--- src/rtl/serial_bus_pkg.sv ---
// Shared types and width helpers for the serial bus interconnect.
package serial_bus_pkg;

  typedef enum logic [2:0] {
    IDLE,
    ADDR,
    CHECK,
    NACK,
    WAITDROP,
    CONNECT,
    RELEASE
  } bus_state_e;

  // Index width for a set of n items; never narrower than one bit.
  function automatic int idx_w(input int n);
    return (n > 1) ? $clog2(n) : 1;
  endfunction

  // Width needed to hold counts 0..n inclusive.
  function automatic int cnt_w(input int n);
    return (n > 0) ? $clog2(n + 1) : 1;
  endfunction

endpackage

--- src/rtl/serial_bus_rr_arbiter.sv ---
// Combinational round-robin arbiter: grants the first requester at or after ptr.
module serial_bus_rr_arbiter import serial_bus_pkg::*; #(
  parameter int N_MST = 2
) (
  input  logic [N_MST-1:0]         req,
  input  logic [$clog2(N_MST)-1:0] ptr,
  output logic [N_MST-1:0]         grant,
  output logic [$clog2(N_MST)-1:0] idx
);

  localparam int OWN_W = idx_w(N_MST);

  int   cand;
  logic found;

  // Walk requesters starting at ptr, wrapping once; first hit wins.
  always_comb begin
    grant = '0;
    idx   = '0;
    found = 1'b0;
    cand  = 0;
    for (int k = 0; k < N_MST; k++) begin
      cand = int'(ptr) + k;
      if (cand >= N_MST) cand = cand - N_MST;
      for (int i = 0; i < N_MST; i++) begin
        if (!found && (cand == i) && req[i]) begin
          found    = 1'b1;
          grant[i] = 1'b1;
          idx      = OWN_W'(i);
        end
      end
    end
  end

endmodule

--- src/rtl/serial_bus_interconnect.sv ---
// N-master / N-slave serial bus with round-robin arbitration, serial slave-ID
// decode and NACK on busy or out-of-range slaves.
// Optional idle timeout in ADDR/CONNECT: define SERIAL_BUS_TIMEOUT_EN.
//
// state    | meaning
// ---------+-------------------------------------------------------------
// IDLE     | bus free, arbitrating among requesters
// ADDR     | shifting slave-ID bits in from the owner, MSB first
// CHECK    | one cycle: range and s_busy check on the collected slave ID
// NACK     | m_nack pulse to owner
// WAITDROP | refused or timed out; wait for owner to drop its request
// CONNECT  | lanes routed combinationally between owner and slave
// RELEASE  | one cycle: grant dropped, rr pointer advanced past owner
module serial_bus_interconnect import serial_bus_pkg::*; #(
  parameter int N_MST   = 2,
  parameter int N_SLV   = 3,
  parameter int SID_W   = 2,
  parameter int TIMEOUT = 64
) (
  input  logic                     clk,
  input  logic                     rstn,
  input  logic [N_MST-1:0]         m_req,
  output logic [N_MST-1:0]         m_grant,
  input  logic [N_MST-1:0]         m_tx,
  input  logic [N_MST-1:0]         m_txv,
  output logic [N_MST-1:0]         m_rx,
  output logic [N_MST-1:0]         m_rxv,
  output logic [N_MST-1:0]         m_nack,
  output logic [N_SLV-1:0]         s_rx,
  output logic [N_SLV-1:0]         s_rxv,
  input  logic [N_SLV-1:0]         s_tx,
  input  logic [N_SLV-1:0]         s_txv,
  input  logic [N_SLV-1:0]         s_busy,
  output logic                     bus_busy,
  output logic [$clog2(N_MST)-1:0] owner
);

  localparam int OWN_W = idx_w(N_MST);
  localparam int CNT_W = cnt_w(SID_W);

  bus_state_e       state_q, state_d;
  logic [N_MST-1:0] grant_q, grant_d;
  logic [N_MST-1:0] nack_q, nack_d;
  logic [OWN_W-1:0] owner_q, owner_d;
  logic [OWN_W-1:0] ptr_q, ptr_d;
  logic [SID_W-1:0] sid_q, sid_d;
  logic [CNT_W-1:0] cnt_q, cnt_d;

  logic [N_MST-1:0] arb_grant;
  logic [OWN_W-1:0] arb_idx;

  logic own_req, own_tx, own_txv;
  logic sel_stx, sel_stxv, sel_busy, sid_ok;
  logic connected;
  logic tmo;

  serial_bus_rr_arbiter #(.N_MST(N_MST)) u_arb (
    .req   (m_req),
    .ptr   (ptr_q),
    .grant (arb_grant),
    .idx   (arb_idx)
  );

  // Pick out the owner's master lanes.
  always_comb begin
    own_req = 1'b0;
    own_tx  = 1'b0;
    own_txv = 1'b0;
    for (int i = 0; i < N_MST; i++) begin
      if (owner_q == OWN_W'(i)) begin
        own_req = m_req[i];
        own_tx  = m_tx[i];
        own_txv = m_txv[i];
      end
    end
  end

  // Pick out the addressed slave's lanes; sid_ok is low for IDs with no slave.
  always_comb begin
    sel_stx  = 1'b0;
    sel_stxv = 1'b0;
    sel_busy = 1'b0;
    sid_ok   = 1'b0;
    for (int i = 0; i < N_SLV; i++) begin
      if (sid_q == SID_W'(i)) begin
        sel_stx  = s_tx[i];
        sel_stxv = s_txv[i];
        sel_busy = s_busy[i];
        sid_ok   = 1'b1;
      end
    end
  end

`ifdef SERIAL_BUS_TIMEOUT_EN
  localparam int TMR_W = cnt_w(TIMEOUT);
  logic [TMR_W-1:0] tmr_q, tmr_d;

  // Idle down-counter: reloads on lane activity or outside ADDR/CONNECT.
  always_comb begin
    tmr_d = TMR_W'(TIMEOUT);
    tmo   = 1'b0;
    if ((state_q == ADDR || state_q == CONNECT) && !own_txv && !sel_stxv) begin
      tmr_d = tmr_q - 1'b1;
      tmo   = (tmr_q == TMR_W'(1));
    end
  end

  // Timeout counter register.
  always_ff @(posedge clk or negedge rstn) begin
    if (!rstn) tmr_q <= TMR_W'(TIMEOUT);
    else       tmr_q <= tmr_d;
  end
`else
  assign tmo = 1'b0;
`endif

  // Next-state and registered-output logic.
  always_comb begin
    state_d = state_q;
    grant_d = grant_q;
    owner_d = owner_q;
    ptr_d   = ptr_q;
    sid_d   = sid_q;
    cnt_d   = cnt_q;
    nack_d  = '0;
    unique case (state_q)
      IDLE: begin
        if (|m_req) begin
          grant_d = arb_grant;
          owner_d = arb_idx;
          sid_d   = '0;
          cnt_d   = '0;
          state_d = ADDR;
        end
      end
      ADDR: begin
        if (!own_req) begin
          grant_d = '0;
          state_d = RELEASE;
        end else if (own_txv) begin
          sid_d = SID_W'({sid_q, own_tx});
          cnt_d = cnt_q + 1'b1;
          if (cnt_q == CNT_W'(SID_W - 1)) state_d = CHECK;
        end else if (tmo) begin
          nack_d  = grant_q;
          state_d = WAITDROP;
        end
      end
      CHECK: begin
        if (!sid_ok || sel_busy) begin
          nack_d  = grant_q;
          state_d = NACK;
        end else begin
          state_d = CONNECT;
        end
      end
      NACK: state_d = WAITDROP;
      WAITDROP: begin
        if (!own_req) begin
          grant_d = '0;
          state_d = RELEASE;
        end
      end
      CONNECT: begin
        if (!own_req) begin
          grant_d = '0;
          state_d = RELEASE;
        end else if (tmo) begin
          nack_d  = grant_q;
          state_d = WAITDROP;
        end
      end
      RELEASE: begin
        ptr_d   = (owner_q == OWN_W'(N_MST - 1)) ? '0 : owner_q + 1'b1;
        state_d = IDLE;
      end
      default: state_d = IDLE;
    endcase
  end

  // State and control registers.
  always_ff @(posedge clk or negedge rstn) begin
    if (!rstn) begin
      state_q <= IDLE;
      grant_q <= '0;
      nack_q  <= '0;
      owner_q <= '0;
      ptr_q   <= '0;
      sid_q   <= '0;
      cnt_q   <= '0;
    end else begin
      state_q <= state_d;
      grant_q <= grant_d;
      nack_q  <= nack_d;
      owner_q <= owner_d;
      ptr_q   <= ptr_d;
      sid_q   <= sid_d;
      cnt_q   <= cnt_d;
    end
  end

  // A request drop cuts the path in the same cycle so trailing bits are not forwarded.
  assign connected = (state_q == CONNECT) && own_req;

  // Zero-latency lane routing through the registered owner/sid select.
  always_comb begin
    s_rx  = '0;
    s_rxv = '0;
    m_rx  = '0;
    m_rxv = '0;
    for (int i = 0; i < N_SLV; i++) begin
      if (connected && sid_q == SID_W'(i)) begin
        s_rx[i]  = own_tx;
        s_rxv[i] = own_txv;
      end
    end
    for (int i = 0; i < N_MST; i++) begin
      if (connected && owner_q == OWN_W'(i)) begin
        m_rx[i]  = sel_stx;
        m_rxv[i] = sel_stxv;
      end
    end
  end

  assign m_grant  = grant_q;
  assign m_nack   = nack_q;
  assign owner    = owner_q;
  assign bus_busy = (state_q != IDLE);

endmodule

--- config.mk ---
export PLATFORM = sky130hd
export DESIGN_NAME = serial_bus_interconnect
export DESIGN_NICKNAME = d
export VERILOG_FILES = /design/src/rtl/serial_bus_pkg.sv /design/src/rtl/serial_bus_rr_arbiter.sv /design/src/rtl/serial_bus_interconnect.sv
export SDC_FILE = /design/constraint.sdc
export NUM_CORES = 1
export LEC_CHECK = 0
export BUFFER_PORTS_ARGS = -buffer_cell sky130_fd_sc_hd__buf_2
export CAP_MARGIN = 20
export CORE_MARGIN = 2
export CORE_UTILIZATION = 35
export DETAILED_ROUTE_END_ITERATION = 8
export RECOVER_POWER = 50
export SLEW_MARGIN = 20
export SYNTH_ARGS = -nofsm -noshare
export SYNTH_HDL_FRONTEND = slang
export SYNTH_SLANG_ARGS = --single-unit
export TNS_END_PERCENT = 100
--- constraint.sdc ---
create_clock -name clk -period 2.31 [get_ports clk]
set_input_delay 0.3465 -clock clk [delete_from_list [all_inputs] [get_ports clk]]
set_output_delay 0.3465 -clock clk [all_outputs]
set_load 0.01 [all_outputs]
==> impl_metrics.ini <==
[run_status]
status = complete, no violations

[timing]
period_minus_slack_ns = 2.09
fin_tns_setup_ns = 0
slew_violations = 0
post-route-period-util_pct = 90.4
fmax_mhz = 479
max_slew_margin_pct = 53.1
worstMarginPinSlew_ns = 0.704
setup_viol = 0
skew_ns = 0.00325
rsz0062_at_grt = no
final_hold_viol_count = 0

[synthesis]
ys_seq_area_share_pct = 38.2
yosys.area_share.adder_pct = 1.47
async_flop_share_pct = 100
synth_edf_count = 0
synth_nets = 116
syn_avg_cell_area_um2 = 8.69
synth-compound-area-share_pct = 17.3
synth_area_um2 = 852
ys_warn_count = 0
muxShareOfSynthArea_pct = 8.37
yosys.area.top_type_share_pct = 38.2
synthCells = 98
synth-simple-area-share_pct = 27.9
synthFlopType = dfrtp_1
synth_xor_area_share_pct = 0
post_synth_num_cell_types = 34
synth_top_family_by_area = simple AND/OR/NAND/NOR gates
synthTopCellsByArea = dfrtp_1 38%, mux2i_1 7.0%, nor2_1 4.8%
ys_seq_elements = 13
yosysTopAreaCell = dfrtp_1

[power_and_ir_drop]
leakage_nw = 0.487
p_per_area_mw_per_mm2 = 1020
finalPower_mw = 1.08
ir_worst_vdd_mv = 0.494

[floorplan]
io_pins = 33
rows = 17
initial_core_util_pct = 37.8
fp.dieArea_mm2 = 0.00285
core_region_area_mm2 = 0.00225
die_w_um = 53.3
die_h_um = 53.3

[clocking]
cts_buffers = 3
root_buffer = clkbuf_4
clock_latency_ns = 0.27
clockBufferDepth = 2
h-tree-depth = 1
cts_sinks = 13
tritoncts = done
clkTransAtPathRegs_ns = 0.08

[setup_path]
crit_path_start_kind = register
critical_path.max_fanout = 12
r2r_cells = 4
worst_r2r_endpoint = state_q[1]
worstSetupStartpoint = state_q[1]
critPathKind = register to output port
cp.arrival_ns = 1.74
rrSetupSlack_ns = 0.52
worstSetupEndpointType = output port
rr_startpoint = owner
worst_ep_required_time_ns = 1.96

[route]
via_count = 809
drtIter0Drc = 22
via_per_inst = 5.12
drt-total-wl_um = 1950
antenna_left = 0
firstDrtPassIters = 4
drc = 0
post_drt_wl_per_cell_um = 12.3

[final_layout]
n_antenna_cell = 0
post_route_cells_drive_above_1_share_pct = 29.2
final_core_util_pct = 46.9
fin_area_mm2 = 0.00106
area_growth_pct = 24.1
fin_nets = 149

[grt]
grt_max_degree = 14
grt_pass1_vias = 754
grtUsageTotal_pct = 15.5
antenna_found_initial = 0
grt_pass1_wl_um = 3260
grt_overflow_total = 0

[hold_path]
hold_end = owner
min_from = m_req[0]
hold_depth = 2
hp-class = primary input to register

[placed_design]
place_area_mm2 = 0.00102
gp_congestion = 0.757
dp_hpwl_um = 1530
portBuffers = 32

[flow_run]
cap_violations = 0
stage by stage:
stage | worst slack (ns) | hold WS (ns) | std cells
2_1_floorplan | 0.468 | 0.0509 | 98
3_3_place_gp | 0.497 | 0.249 | 153
3_5_place_dp | 0.453 | 0.250 | 153
4_1_cts | 0.139 | 0.354 | 158
5_1_grt | 0.0224 | 0.378 | 158
6_report | 0.222 | 0.369 | 158
flip-flops by register name (all words and copies together), names as in the netlist:
signal / flops
cnt_q: 2
m_grant: 2
m_nack: 2
owner: 1
ptr_q: 1
sid_q: 2
state_q: 3
critical path, cell delays in order (launching register included):
cell and delay, ns:
dfrtp_2 0.48, or2b_1 0.25, nor2_1 0.17, nand2_2 0.12, nor4b_1 0.26, buf_2 0.18
routing by layer:
metal  GRT usage (%)  vias to the layer above  part of all wire [%]
li1                -                      420                     -
met1            20.1                      379                    46
met2            24.7                       10                    50
met3            5.37                        0                   3.5
met4            2.99                        0                     0
met5               0                        -                     0
synth_stat cells (2+ instances only):
| library cell | number |
|---|---|
| a21oi_1 | 2 |
| a221oi_1 | 2 |
| a32o_1 | 2 |
| and2_0 | 2 |
| and3_1 | 2 |
| clkbuf_1 | 4 |
| dfrtp_1 | 13 |
| inv_1 | 5 |
| mux2i_1 | 6 |
| nand2_1 | 10 |
| nand2b_1 | 4 |
| nor2_1 | 11 |
| nor3_1 | 3 |
| nor4_1 | 4 |
| nor4b_1 | 2 |
| o21ai_0 | 7 |
| o31ai_1 | 2 |
placed cells by master (no fill, tap or decap), types with 3 or more instances in the layout:
| cell type | netlist | final |
|---|---|---|
| buf_2 | 1 | 26 |
| nor2_1 | 11 | 11 |
| dfrtp_1 | 13 | 11 |
| nand2_1 | 10 | 9 |
| o21ai_0 | 7 | 7 |
| clkbuf_1 | 4 | 7 |
| mux2i_1 | 6 | 6 |
| inv_1 | 5 | 5 |
| nand2b_1 | 4 | 4 |
| nor4_1 | 4 | 4 |
| nor3_1 | 3 | 3 |
| clkbuf_4 | 0 | 3 |
area by class of cell:
| class | instances | area [um^2] |
|---|---|---|
| Multi-Input combinational cell | 73 | 472 |
| Clock buffer | 4 | 26.3 |
| Inverter | 5 | 18.8 |
| Tap cell | 28 | 35.0 |
| Sequential cell | 13 | 328 |
| Fill cell | 252 | 1200 |
| Timing Repair Buffer | 35 | 178 |
worst max path at each step:
stage                           to  slack [ns]  cells after the start
after detailed placement   s_rx[1]        0.45                      5
after global routing      s_rxv[1]        0.02                      5
final                      s_rx[1]        0.22                      5
after global placement    s_rxv[1]        0.50                      5
after CTS                  s_rx[1]        0.14                      5
after floorplan            s_rx[1]        0.47                      5
where the power goes:
group,switching [mW],leakage [nW],internal (mW)
Combinational,0.248,0.305,0.240
Clock,0.0697,0.0150,0.0669
Sequential,0.142,0.167,0.310
Total,0.459,0.487,0.617
repair_timing:
item,CTS,global route
resized for setup,0,3
endpoints found under the setup margin,0,4
hold endpoints to repair,13,0
hold buffers,1,0
buffers inserted,0,0
kinds of logic after synthesis:
family / count (synthesis)
flops: 13
simple gates: 44
compound gates: 21
buf+inv: 12
mux: 7
fa+ha+maj: 1
No activity file was read; power rests on OpenSTA's default activity.
